## src/rtl/tour_cmd_sequencer_if.sv

```systemverilog
// Bus bundle between the command host/RemoteComm side (master) and the
// tour command sequencer (slave). Counter widths follow the queue DEPTH.
interface tour_cmd_sequencer_if #(
    parameter int DEPTH = 8
);
    localparam int CW = $clog2(DEPTH + 1);
    localparam int AW = $clog2(DEPTH);

    logic          ld_cmd;
    logic [15:0]   ld_data;
    logic          full;
    logic          start;
    logic          abort;
    logic [15:0]   cmd;
    logic          snd_cmd;
    logic          cmd_snt;
    logic          resp_rdy;
    logic [7:0]    resp;
    logic          busy;
    logic          done;
    logic [CW-1:0] pass_cnt;
    logic [CW-1:0] fail_cnt;
    logic          tmo;
    logic [AW-1:0] fail_idx;

    modport master (
        output ld_cmd, ld_data, start, abort, cmd_snt, resp_rdy, resp,
        input  full, cmd, snd_cmd, busy, done, pass_cnt, fail_cnt, tmo, fail_idx
    );

    modport slave (
        input  ld_cmd, ld_data, start, abort, cmd_snt, resp_rdy, resp,
        output full, cmd, snd_cmd, busy, done, pass_cnt, fail_cnt, tmo, fail_idx
    );
endinterface

```

## src/rtl/tour_cmd_sequencer.sv

```systemverilog
// Queues 16-bit commands, issues them one at a time to RemoteComm and scores replies.
// Optional build macro SEQ_STOP_ON_FAIL_EN: end the run at the first failing command.
module tour_cmd_sequencer #(
    parameter int         DEPTH      = 8,
    parameter int         TMO_CYCLES = 10000000,
    parameter logic [7:0] EXP_RESP   = 8'hA5
) (
    input  logic                clk,
    input  logic                rst_n,
    tour_cmd_sequencer_if.slave bus
);
    localparam int AW = $clog2(DEPTH);
    localparam int CW = $clog2(DEPTH + 1);
    localparam int TW = $clog2(TMO_CYCLES + 1);
    localparam logic [TW-1:0] TMO_LAST = TW'(TMO_CYCLES - 1);
    localparam logic [CW-1:0] DEPTH_C  = CW'(DEPTH);

    typedef enum logic [2:0] {
        IDLE, SEND, WAIT_SNT, WAIT_RESP, NEXT, DONE
    } state_t;

    state_t        state_q, state_d;
    logic [15:0]   mem_q [DEPTH];
    logic [AW-1:0] wr_ptr_q, wr_ptr_d;
    logic [AW-1:0] rd_ptr_q, rd_ptr_d;
    logic [CW-1:0] count_q, count_d;
    logic [15:0]   cmd_q, cmd_d;
    logic          snd_q, snd_d;
    logic [TW-1:0] tmr_q, tmr_d;
    logic          ok_q, ok_d;
    logic [CW-1:0] pass_q, pass_d;
    logic [CW-1:0] fail_q, fail_d;
    logic          tmo_q, tmo_d;
    logic [AW-1:0] idx_q, idx_d;
    logic [AW-1:0] pos_q, pos_d;
    logic          full;
    logic          busy;
    logic          wr_en;

    assign full = (count_q == DEPTH_C);
    assign busy = (state_q == SEND) || (state_q == WAIT_SNT) ||
                  (state_q == WAIT_RESP) || (state_q == NEXT);
    assign wr_en = bus.ld_cmd && !full && !busy && !bus.abort;

    always_comb begin
        state_d  = state_q;
        wr_ptr_d = wr_ptr_q;
        rd_ptr_d = rd_ptr_q;
        count_d  = count_q;
        cmd_d    = cmd_q;
        snd_d    = 1'b0;
        tmr_d    = tmr_q;
        ok_d     = ok_q;
        pass_d   = pass_q;
        fail_d   = fail_q;
        tmo_d    = tmo_q;
        idx_d    = idx_q;
        pos_d    = pos_q;

        if (wr_en) begin
            wr_ptr_d = wr_ptr_q + AW'(1);
            count_d  = count_q + CW'(1);
        end

        case (state_q)
            IDLE, DONE: begin
                if (bus.start) begin
                    pass_d  = '0;
                    fail_d  = '0;
                    tmo_d   = 1'b0;
                    idx_d   = '0;
                    pos_d   = '0;
                    state_d = (count_q != '0) ? SEND : DONE;
                end
            end
            SEND: begin
                cmd_d   = mem_q[rd_ptr_q];
                snd_d   = 1'b1;
                tmr_d   = '0;
                state_d = WAIT_SNT;
            end
            WAIT_SNT: begin
                tmr_d = tmr_q + TW'(1);
                if (bus.cmd_snt) begin
                    state_d = WAIT_RESP;
                end else if (tmr_q >= TMO_LAST) begin
                    ok_d    = 1'b0;
                    tmo_d   = 1'b1;
                    state_d = NEXT;
                end
            end
            WAIT_RESP: begin
                tmr_d = tmr_q + TW'(1);
                // A reply landing on the expiry cycle still counts as a reply.
                if (bus.resp_rdy) begin
                    ok_d    = (bus.resp == EXP_RESP);
                    state_d = NEXT;
                end else if (tmr_q >= TMO_LAST) begin
                    ok_d    = 1'b0;
                    tmo_d   = 1'b1;
                    state_d = NEXT;
                end
            end
            NEXT: begin
                rd_ptr_d = rd_ptr_q + AW'(1);
                count_d  = count_q - CW'(1);
                pos_d    = pos_q + AW'(1);
                if (ok_q) begin
                    pass_d = pass_q + CW'(1);
                end else begin
                    fail_d = fail_q + CW'(1);
                    if (fail_q == '0) begin
                        idx_d = pos_q;
                    end
                end
                state_d = (count_q == CW'(1)) ? DONE : SEND;
`ifdef SEQ_STOP_ON_FAIL_EN
                if (!ok_q) begin
                    rd_ptr_d = '0;
                    wr_ptr_d = '0;
                    count_d  = '0;
                    state_d  = DONE;
                end
`else
`endif
            end
            default: state_d = IDLE;
        endcase

        // Abort overrides everything: flush the queue, keep the scoreboard as-is.
        if (bus.abort) begin
            state_d  = IDLE;
            wr_ptr_d = '0;
            rd_ptr_d = '0;
            count_d  = '0;
            cmd_d    = cmd_q;
            snd_d    = 1'b0;
            pass_d   = pass_q;
            fail_d   = fail_q;
            tmo_d    = tmo_q;
            idx_d    = idx_q;
        end
    end

    always_ff @(posedge clk or negedge rst_n) begin
        if (!rst_n) begin
            state_q  <= IDLE;
            wr_ptr_q <= '0;
            rd_ptr_q <= '0;
            count_q  <= '0;
            cmd_q    <= 16'h0000;
            snd_q    <= 1'b0;
            tmr_q    <= '0;
            ok_q     <= 1'b0;
            pass_q   <= '0;
            fail_q   <= '0;
            tmo_q    <= 1'b0;
            idx_q    <= '0;
            pos_q    <= '0;
        end else begin
            state_q  <= state_d;
            wr_ptr_q <= wr_ptr_d;
            rd_ptr_q <= rd_ptr_d;
            count_q  <= count_d;
            cmd_q    <= cmd_d;
            snd_q    <= snd_d;
            tmr_q    <= tmr_d;
            ok_q     <= ok_d;
            pass_q   <= pass_d;
            fail_q   <= fail_d;
            tmo_q    <= tmo_d;
            idx_q    <= idx_d;
            pos_q    <= pos_d;
        end
    end

    // Queue storage carries no reset so it can map onto RAM.
    always_ff @(posedge clk) begin
        if (wr_en) begin
            mem_q[wr_ptr_q] <= bus.ld_data;
        end
    end

    assign bus.full     = full;
    assign bus.busy     = busy;
    assign bus.done     = (state_q == DONE);
    assign bus.cmd      = cmd_q;
    assign bus.snd_cmd  = snd_q;
    assign bus.pass_cnt = pass_q;
    assign bus.fail_cnt = fail_q;
    assign bus.tmo      = tmo_q;
    assign bus.fail_idx = idx_q;
endmodule

```

## src/flat_wrapper.sv

```systemverilog
// flat-port wrapper written by rule: the top's interface ports become plain ports
module tour_cmd_sequencer_flat 
#(
    parameter int         DEPTH      = 8,
    parameter int         TMO_CYCLES = 10000000,
    parameter logic [7:0] EXP_RESP   = 8'hA5
)
  (clk, rst_n, bus_ld_cmd, bus_ld_data, bus_start, bus_abort, bus_cmd_snt, bus_resp_rdy, bus_resp, bus_full, bus_cmd, bus_snd_cmd, bus_busy, bus_done, bus_pass_cnt, bus_fail_cnt, bus_tmo, bus_fail_idx);
  tour_cmd_sequencer_if #(.DEPTH(DEPTH)) bus_i ();
  input  logic clk;
  input  logic rst_n;
  input wire logic [$bits(bus_i.ld_cmd)-1:0] bus_ld_cmd;
  input wire logic [$bits(bus_i.ld_data)-1:0] bus_ld_data;
  input wire logic [$bits(bus_i.start)-1:0] bus_start;
  input wire logic [$bits(bus_i.abort)-1:0] bus_abort;
  input wire logic [$bits(bus_i.cmd_snt)-1:0] bus_cmd_snt;
  input wire logic [$bits(bus_i.resp_rdy)-1:0] bus_resp_rdy;
  input wire logic [$bits(bus_i.resp)-1:0] bus_resp;
  output wire logic [$bits(bus_i.full)-1:0] bus_full;
  output wire logic [$bits(bus_i.cmd)-1:0] bus_cmd;
  output wire logic [$bits(bus_i.snd_cmd)-1:0] bus_snd_cmd;
  output wire logic [$bits(bus_i.busy)-1:0] bus_busy;
  output wire logic [$bits(bus_i.done)-1:0] bus_done;
  output wire logic [$bits(bus_i.pass_cnt)-1:0] bus_pass_cnt;
  output wire logic [$bits(bus_i.fail_cnt)-1:0] bus_fail_cnt;
  output wire logic [$bits(bus_i.tmo)-1:0] bus_tmo;
  output wire logic [$bits(bus_i.fail_idx)-1:0] bus_fail_idx;
  assign bus_i.ld_cmd = bus_ld_cmd;
  assign bus_i.ld_data = bus_ld_data;
  assign bus_i.start = bus_start;
  assign bus_i.abort = bus_abort;
  assign bus_i.cmd_snt = bus_cmd_snt;
  assign bus_i.resp_rdy = bus_resp_rdy;
  assign bus_i.resp = bus_resp;
  assign bus_full = bus_i.full;
  assign bus_cmd = bus_i.cmd;
  assign bus_snd_cmd = bus_i.snd_cmd;
  assign bus_busy = bus_i.busy;
  assign bus_done = bus_i.done;
  assign bus_pass_cnt = bus_i.pass_cnt;
  assign bus_fail_cnt = bus_i.fail_cnt;
  assign bus_tmo = bus_i.tmo;
  assign bus_fail_idx = bus_i.fail_idx;
  tour_cmd_sequencer #(.DEPTH(DEPTH), .TMO_CYCLES(TMO_CYCLES), .EXP_RESP(EXP_RESP)) u_core (.clk(clk), .rst_n(rst_n), .bus(bus_i));
endmodule
```

## config.mk

```make
export PLATFORM = sky130hd
export DESIGN_NAME = tour_cmd_sequencer_flat
export DESIGN_NICKNAME = d
export VERILOG_FILES = /design/src/rtl/tour_cmd_sequencer_if.sv /design/src/rtl/tour_cmd_sequencer.sv /design/src/flat_wrapper.sv
export SDC_FILE = /design/constraint.sdc
export NUM_CORES = 1
export LEC_CHECK = 0
export CAP_MARGIN = 25
export CORE_MARGIN = 2
export CORE_UTILIZATION = 45
export DETAILED_ROUTE_END_ITERATION = 16
export PLACE_DENSITY = 0.66
export SYNTH_ARGS = -nofsm -noshare
export SYNTH_HDL_FRONTEND = slang
export SYNTH_SLANG_ARGS = --single-unit
```

## constraint.sdc

```tcl
create_clock -name clk -period 2.96 [get_ports clk]
set_input_delay 0.444 -clock clk [delete_from_list [all_inputs] [get_ports clk]]
set_output_delay 0.444 -clock clk [all_outputs]
set_load 0.05 [all_outputs]
```

==> results of run 1 <==
## kinds of logic after synthesis
| logic type | count (synthesis) | share of synthesized area [%] |
|---|---|---|
| buffers and inverters | 47 | 2.337 |
| AOI/OAI and AO/OA | 111 | 8.021 |
| DFF | 198 | 65.33 |
| and+or+nand+nor | 171 | 10.37 |
| xor gates and xnor gates | 11 | 1.125 |
| muxes | 56 | 11.23 |
| adders and majority gates | 11 | 1.578 |
## registers in the layout (all words and copies together), names as in the netlist
name                 count
u_core.bus.snd_cmd       1
u_core.mem_q           128
u_core.bus.fail_idx      3
u_core.tmr_q            24
u_core.rd_ptr_q          3
u_core.bus.pass_cnt      4
u_core.ok_q              1
u_core.bus.fail_cnt      4
u_core.count_q           4
u_core.bus.cmd          16
u_core.pos_q             3
u_core.state_q           3
u_core.wr_ptr_q          3
u_core.bus.tmo           1
## layout by cell type, fill, tap and decap left out, types with 15 or more instances in the layout
| cell type | instances |
|---|---|
| sky130_fd_sc_hd__inv_1 | 15 |
| sky130_fd_sc_hd__clkdlybuf4s50_1 | 61 |
| sky130_fd_sc_hd__buf_4 | 21 |
| sky130_fd_sc_hd__o21ai_0 | 38 |
| sky130_fd_sc_hd__dfrtp_1 | 69 |
| sky130_fd_sc_hd__mux2i_1 | 23 |
| sky130_fd_sc_hd__nand2_1 | 48 |
| sky130_fd_sc_hd__clkbuf_16 | 17 |
| sky130_fd_sc_hd__a21oi_1 | 31 |
| sky130_fd_sc_hd__nor2_1 | 48 |
| sky130_fd_sc_hd__mux4_2 | 32 |
| sky130_fd_sc_hd__edfxtp_1 | 128 |
## layout make-up
cell class,instances,share of cell area [%]
flip-flops and latches,198,55.09
clock buffers,17,4.187
repair buffers,82,7.562
multi-input cells,360,27.98
well taps,234,2.882
clock inverters,15,1.749
inverters,15,0.5542
## critical path: stages (launching register included)
cell and delay [ps]:
sky130_fd_sc_hd__dfrtp_1 580, sky130_fd_sc_hd__nor3_1 480, sky130_fd_sc_hd__nor2_1 110, sky130_fd_sc_hd__clkdlybuf4s50_1 720
## final timing paths
kind	startpoint	end	slack, ps	cells past startpoint
worst max-delay path	u_core.state_q[0]	bus_busy	190	3
min in group clk	u_core.pos_q[2]	u_core.pos_q[2]	500	1
max in group asynchronous	rst_n	u_core.rd_ptr_q[0]	2150	1
worst max register to register	u_core.state_q[0]	u_core.mem_q[7][10]	430	5
worst min-delay path	rst_n	u_core.tmr_q[23]	170	1
worst min register to register	u_core.pos_q[2]	u_core.pos_q[2]	500	1
## routing by layer
layer | wire (microns) | GRT usage [%] | vias up
li1 | - | - | 2445
met2 | 8782 | 31.12 | 179
met3 | 914 | 4.441 | 11
met1 | 7634 | 23.84 | 2699
met4 | 108 | 4.737 | 0
met5 | 0 | 0 | -
## where the power goes
part / switching (mW) / internal, mW / total (mW)
clock: 1.16 / 1.15 / 2.30
sequential: 0.271 / 3.22 / 3.49
combinational: 1.36 / 0.856 / 2.22
total: 2.79 / 5.22 / 8.01
## through the flow
stage | instances | cell area [sq um] | util, % | power [mW]
after global placement | 889 | 9557 | 51.09 | 5.711
after CTS | 921 | 10160 | 54.31 | 8.092
after floorplan | 605 | 8583 | - | 5.058
final | 921 | 10160 | 54.31 | 8.011
after global routing | 921 | 10160 | 54.31 | 8.402
after detailed placement | 889 | 9557 | 51.09 | 5.779
==> flow_summary.json, run 1 <==
{
  "outcome": "complete, no violations",
  "drtPass1Iterations": 5,
  "maximum_number_of_pins_on_one_net_before_global_route_repair": 71,
  "register_area_share_after_synthesis_pct": 65.33,
  "async_reset_ff_share_pct": 35.35,
  "floorplan.initialDensity_pct": 45.79,
  "tritoncts": "yes",
  "routed_length_per_instance_microns": 18.93,
  "cts_root_buf": "sky130_fd_sc_hd__clkbuf_16",
  "crit_type": "flip-flop to output port",
  "cts_max_level": 4,
  "p_leak_nw": 3.636,
  "ant_nets": 0,
  "port-buffer-count": 62,
  "finish.net_count": 715,
  "routed_via_density": 5.792,
  "fin_crit_share_pct": 93.49,
  "multi_input_combinational_cell_area_sq_um": 2843,
  "grt_pass1_vias": 5483,
  "post-cts-setup-buffers": 0,
  "whs_ps": 165.0,
  "synth.cells.most_frequent": "sky130_fd_sc_hd__edfxtp_1, sky130_fd_sc_hd__dfrtp_1, sky130_fd_sc_hd__nand2_1, sky130_fd_sc_hd__nor2_1, sky130_fd_sc_hd__o21ai_0",
  "synth_area_leader_cell": "sky130_fd_sc_hd__edfxtp_1",
  "clock_latency_ps": 440,
  "clkSlewWorstSetupHoldPaths_ps": 70,
  "synth_enable_flop_cells": 128,
  "ctsResizeCount": 0,
  "timing.slew.headroom_pct": 38.00,
  "grt_antenna_before_repair": 0,
  "design.die.area_sq_um": 20150,
  "grt_overflow": 0,
  "num-fill-cells": 1514,
  "worst-path-max-fanout": 17,
  "dp_hpwl_microns": 11040,
  "netlist.area_leader.share_pct": 44.88,
  "postLayoutSetupSlackWorst_ps": 192.7,
  "tns_ps": 0,
  "layout_min_cycle_time_ps": 2767,
  "post_route_cells_drive_above_1_share_pct": 15.87,
  "ioPinCount": 63,
  "worst_ep_arrival_time_ps": 2320,
  "grtUsageTotal_pct": 18.30,
  "finalHoldViolCount": 0,
  "class_of_the_most_critical_hold_timing_path": "input pin to async pin",
  "detailroute.via_count": 5334,
  "residual_drc_count": 0,
  "synth_area_leaders": "sky130_fd_sc_hd__edfxtp_1, sky130_fd_sc_hd__dfrtp_1, sky130_fd_sc_hd__mux4_2",
  "rsz0062_at_grt": "false",
  "synthesis.area_sq_um": 8564,
  "postSynthNetCount": 646,
  "setup.worst_path.end_class": "output port",
  "slew_violations": 0,
  "worst_pin_slew_ps": 930.0,
  "peakVddDrop_v": 0.0006881,
  "postSynth.topFlopCell": "sky130_fd_sc_hd__edfxtp_1",
  "antenna-diode-count": 0,
  "fp.coreArea_sq_um": 18710,
  "maximum_capacitance_violations": 0,
  "synthesis.instances": 605,
  "number_of_distinct_library_cell_variants_in_the_gate_level_netlist_after_synthesis": 64,
  "chipHeight_microns": 142.0,
  "cts_num_sinks": 198,
  "yosys_warnings": 0,
  "postCtsHoldBufs": 0,
  "die_w_microns": 142.0,
  "final.setup_skew_ps": 11.49,
  "setup_viol": 0,
  "floorplan.rows": 50,
  "clockBufferDepth": 2,
  "gp_routability_congestion": 0.7848,
  "power.density_nw_per_um2": 788.5,
  "cp.required_ps": 2520,
  "first_pass_grt_wire_length_microns": 28390,
  "number_of_drc_markers_after_the_initial_detailed_route_iteration": 342,
  "cell_with_the_most_instances_after_synthesis": "sky130_fd_sc_hd__edfxtp_1",
  "syn_avg_cell_area_sq_um": 14.16,
  "detail_route.wirelength_microns": 17440,
  "numCtsBuffers": 17,
  "syn2layout_area_growth_pct": 18.63,
  "max_freq_mhz": 361.4,
  "register_area_sq_um": 5597,
  "startpoint_type": "flip-flop",
  "ys_ff_latch": 198,
  "preCtsSetupSlack_ps": 467.3
}
Note: power is estimated with default switching activity, not from simulation.
==> run 2, diff against run 1 <==
- SLEW_MARGIN: unset -> 20
==> results of run 2 <==
Final layout, timing and power as in run 1 (identical DEF).
==> run 3, diff against run 2 <==
- CORE_UTILIZATION: 45 -> 53
- PLACE_DENSITY: 0.66 -> 0.76
==> run 3 against run 2 <==
Effect of this change: first-iteration DRC count increased by 24%; die area is 15% lower; clock power is 4% lower; sequential share of layout area is essentially flat; flip-flop and latch count unchanged; critical path depth unchanged; highest routed layer unchanged.
==> flow_summary.json, run 3 (same netlist as run 1, synthesis figures left out) <==
{
  "clockBufferDepth": 2,
  "crit_path_top_delay_cell": "sky130_fd_sc_hd__clkdlybuf4s50_1",
  "ctsResizeCount": 0,
  "finish.utilization_pct": 64.14,
  "design.die.area_sq_um": 17190,
  "power_frac_clock_pct": 27.7,
  "finish.net_count": 716,
  "crit_chain": "nor3_1, nor2_1, clkdlybuf4s50_1",
  "routed_via_density": 5.961,
  "tritoncts": "yes",
  "cts_root_buf": "sky130_fd_sc_hd__clkbuf_16",
  "startpoint_type": "flip-flop",
  "drtPass1Iterations": 5,
  "outcome": "complete, no violations",
  "first_pass_grt_wire_length_microns": 28080,
  "grt_antenna_before_repair": 0,
  "report.power.total_mw": 7.939,
  "final.setup_skew_ps": 11.84,
  "grt_pass1_vias": 5548,
  "ant_nets": 0,
  "pwr-share-comb_pct": 28.6,
  "cell_type_group_with_the_largest_total_delay_on_the_critical_path": "buffers and inverters",
  "critical_path_depth": 3,
  "class_of_the_most_critical_hold_timing_path": "input pin to async pin",
  "worst_pin_slew_ps": 745.6,
  "floorplan.initialDensity_pct": 54.11,
  "cellInternalPower_mw": 5.211,
  "worst_ep_arrival_time_ps": 2320,
  "fp.coreArea_sq_um": 15830,
  "cts_num_sinks": 198,
  "slew_violations": 0,
  "timing.slew.headroom_pct": 50.08,
  "power.density_nw_per_um2": 782.0,
  "peakVddDrop_v": 0.0006004,
  "whs_ps": 487.0,
  "grt_overflow": 0,
  "bufs_and_invs_on_worst_path": 1,
  "post_route_cells_drive_above_1_share_pct": 15.57,
  "fin_crit_share_pct": 93.55,
  "dp_hpwl_microns": 10620,
  "syn2layout_area_growth_pct": 18.54,
  "numCtsBuffers": 17,
  "residual_drc_count": 0,
  "worst-path-max-fanout": 17,
  "port-buffer-count": 62,
  "setup_viol": 0,
  "maximum_capacitance_violations": 0,
  "worstRegToRegCells": 5,
  "tns_ps": 0,
  "gp_routability_congestion": 0.8709,
  "antenna-diode-count": 0,
  "die_w_microns": 131.1,
  "cp.required_ps": 2520,
  "crit_type": "flip-flop to output port",
  "swShare_pct": 34.37,
  "sequentialPowerShare_pct": 43.7,
  "p_sw_mw": 2.728,
  "setup.worst_path.end_class": "output port",
  "max_freq_mhz": 361.2,
  "grtUsageTotal_pct": 20.88,
  "maximum_number_of_pins_on_one_net_before_global_route_repair": 71,
  "floorplan.rows": 46,
  "detail_route.wirelength_microns": 17070,
  "rsz0062_at_grt": "false",
  "chipHeight_microns": 131.1,
  "cp_slowest_stage_delay_ps": 840,
  "clock_latency_ps": 430,
  "p_leak_nw": 3.634,
  "ioPinCount": 63,
  "cts_max_level": 4,
  "finalHoldViolCount": 0,
  "largest_register": "u_core.mem_q",
  "layout.cells.most_common": "sky130_fd_sc_hd__edfxtp_1",
  "clkSlewWorstSetupHoldPaths_ps": 80,
  "number_of_drc_markers_after_the_initial_detailed_route_iteration": 423,
  "routed_length_per_instance_microns": 18.91,
  "detailroute.via_count": 5383,
  "layout_common_cells": "sky130_fd_sc_hd__edfxtp_1, sky130_fd_sc_hd__dfrtp_1, sky130_fd_sc_hd__clkdlybuf4s50_1",
  "largest_register_ff_count": 128,
  "layout_min_cycle_time_ps": 2769
}
-- run 3: path summary, 6_finish.rpt --
check	slack [ps]	endpoint	from
min in group clk	510	u_core.tmr_q[22]	u_core.tmr_q[22]
hold reg to reg	510	u_core.tmr_q[22]	u_core.tmr_q[22]
hold / removal	490	u_core.tmr_q[20]	rst_n
setup reg to reg	470	u_core.mem_q[7][2]	u_core.state_q[0]
setup / recovery	190	bus_busy	u_core.state_q[0]
max in group asynchronous	1910	u_core.rd_ptr_q[0]	rst_n
-- run 3: per-stage QoR --
| stage | area (sq um) | setup WS (ps) | instances |
|---|---|---|---|
| global route | 10150 | 88.07 | 903 |
| detailed placement | 9532 | 430.6 | 869 |
| floorplan | 8583 | 114.7 | 605 |
| finish | 10150 | 191.1 | 903 |
| CTS | 10100 | 195.4 | 900 |
| global placement | 9532 | 579.5 | 869 |
-- run 3: area by class of cell --
| cell class | count | area [sq um] |
|---|---|---|
| Timing Repair Buffer | 83 | 818.3 |
| Multi-Input combinational cell | 360 | 2843 |
| Clock inverter | 13 | 138.9 |
| Fill cell | 1153 | 5675 |
| Clock buffer | 18 | 429.2 |
| Tap cell | 216 | 270.3 |
| Sequential cell | 198 | 5597 |
| Inverter | 15 | 56.30 |
-- run 3: layer usage --
metal / track usage, % / part of all wire (%)
met4: 7.126 / 1.8
met5: 0 / 0
met1: 26.40 / 42
met3: 5.093 / 5.2
met2: 35.61 / 51
-- run 3: what timing repair did --
action | in CTS | in global routing
setup buffers | 0 | 0
hold buffers | 0 | 1
endpoints found under the setup margin | 0 | 0
hold endpoints to repair | 0 | 29
-- run 3: power groups by stage --
stage                     combinational, mW  clock [mW]  sequential (mW)
after floorplan                        1.20           0             3.86
after global placement                 2.20           0             3.50
after detailed placement               2.27           0             3.51
after CTS                              2.28        2.24             3.46
after global routing                   2.45        2.36             3.50
final                                  2.27        2.20             3.47
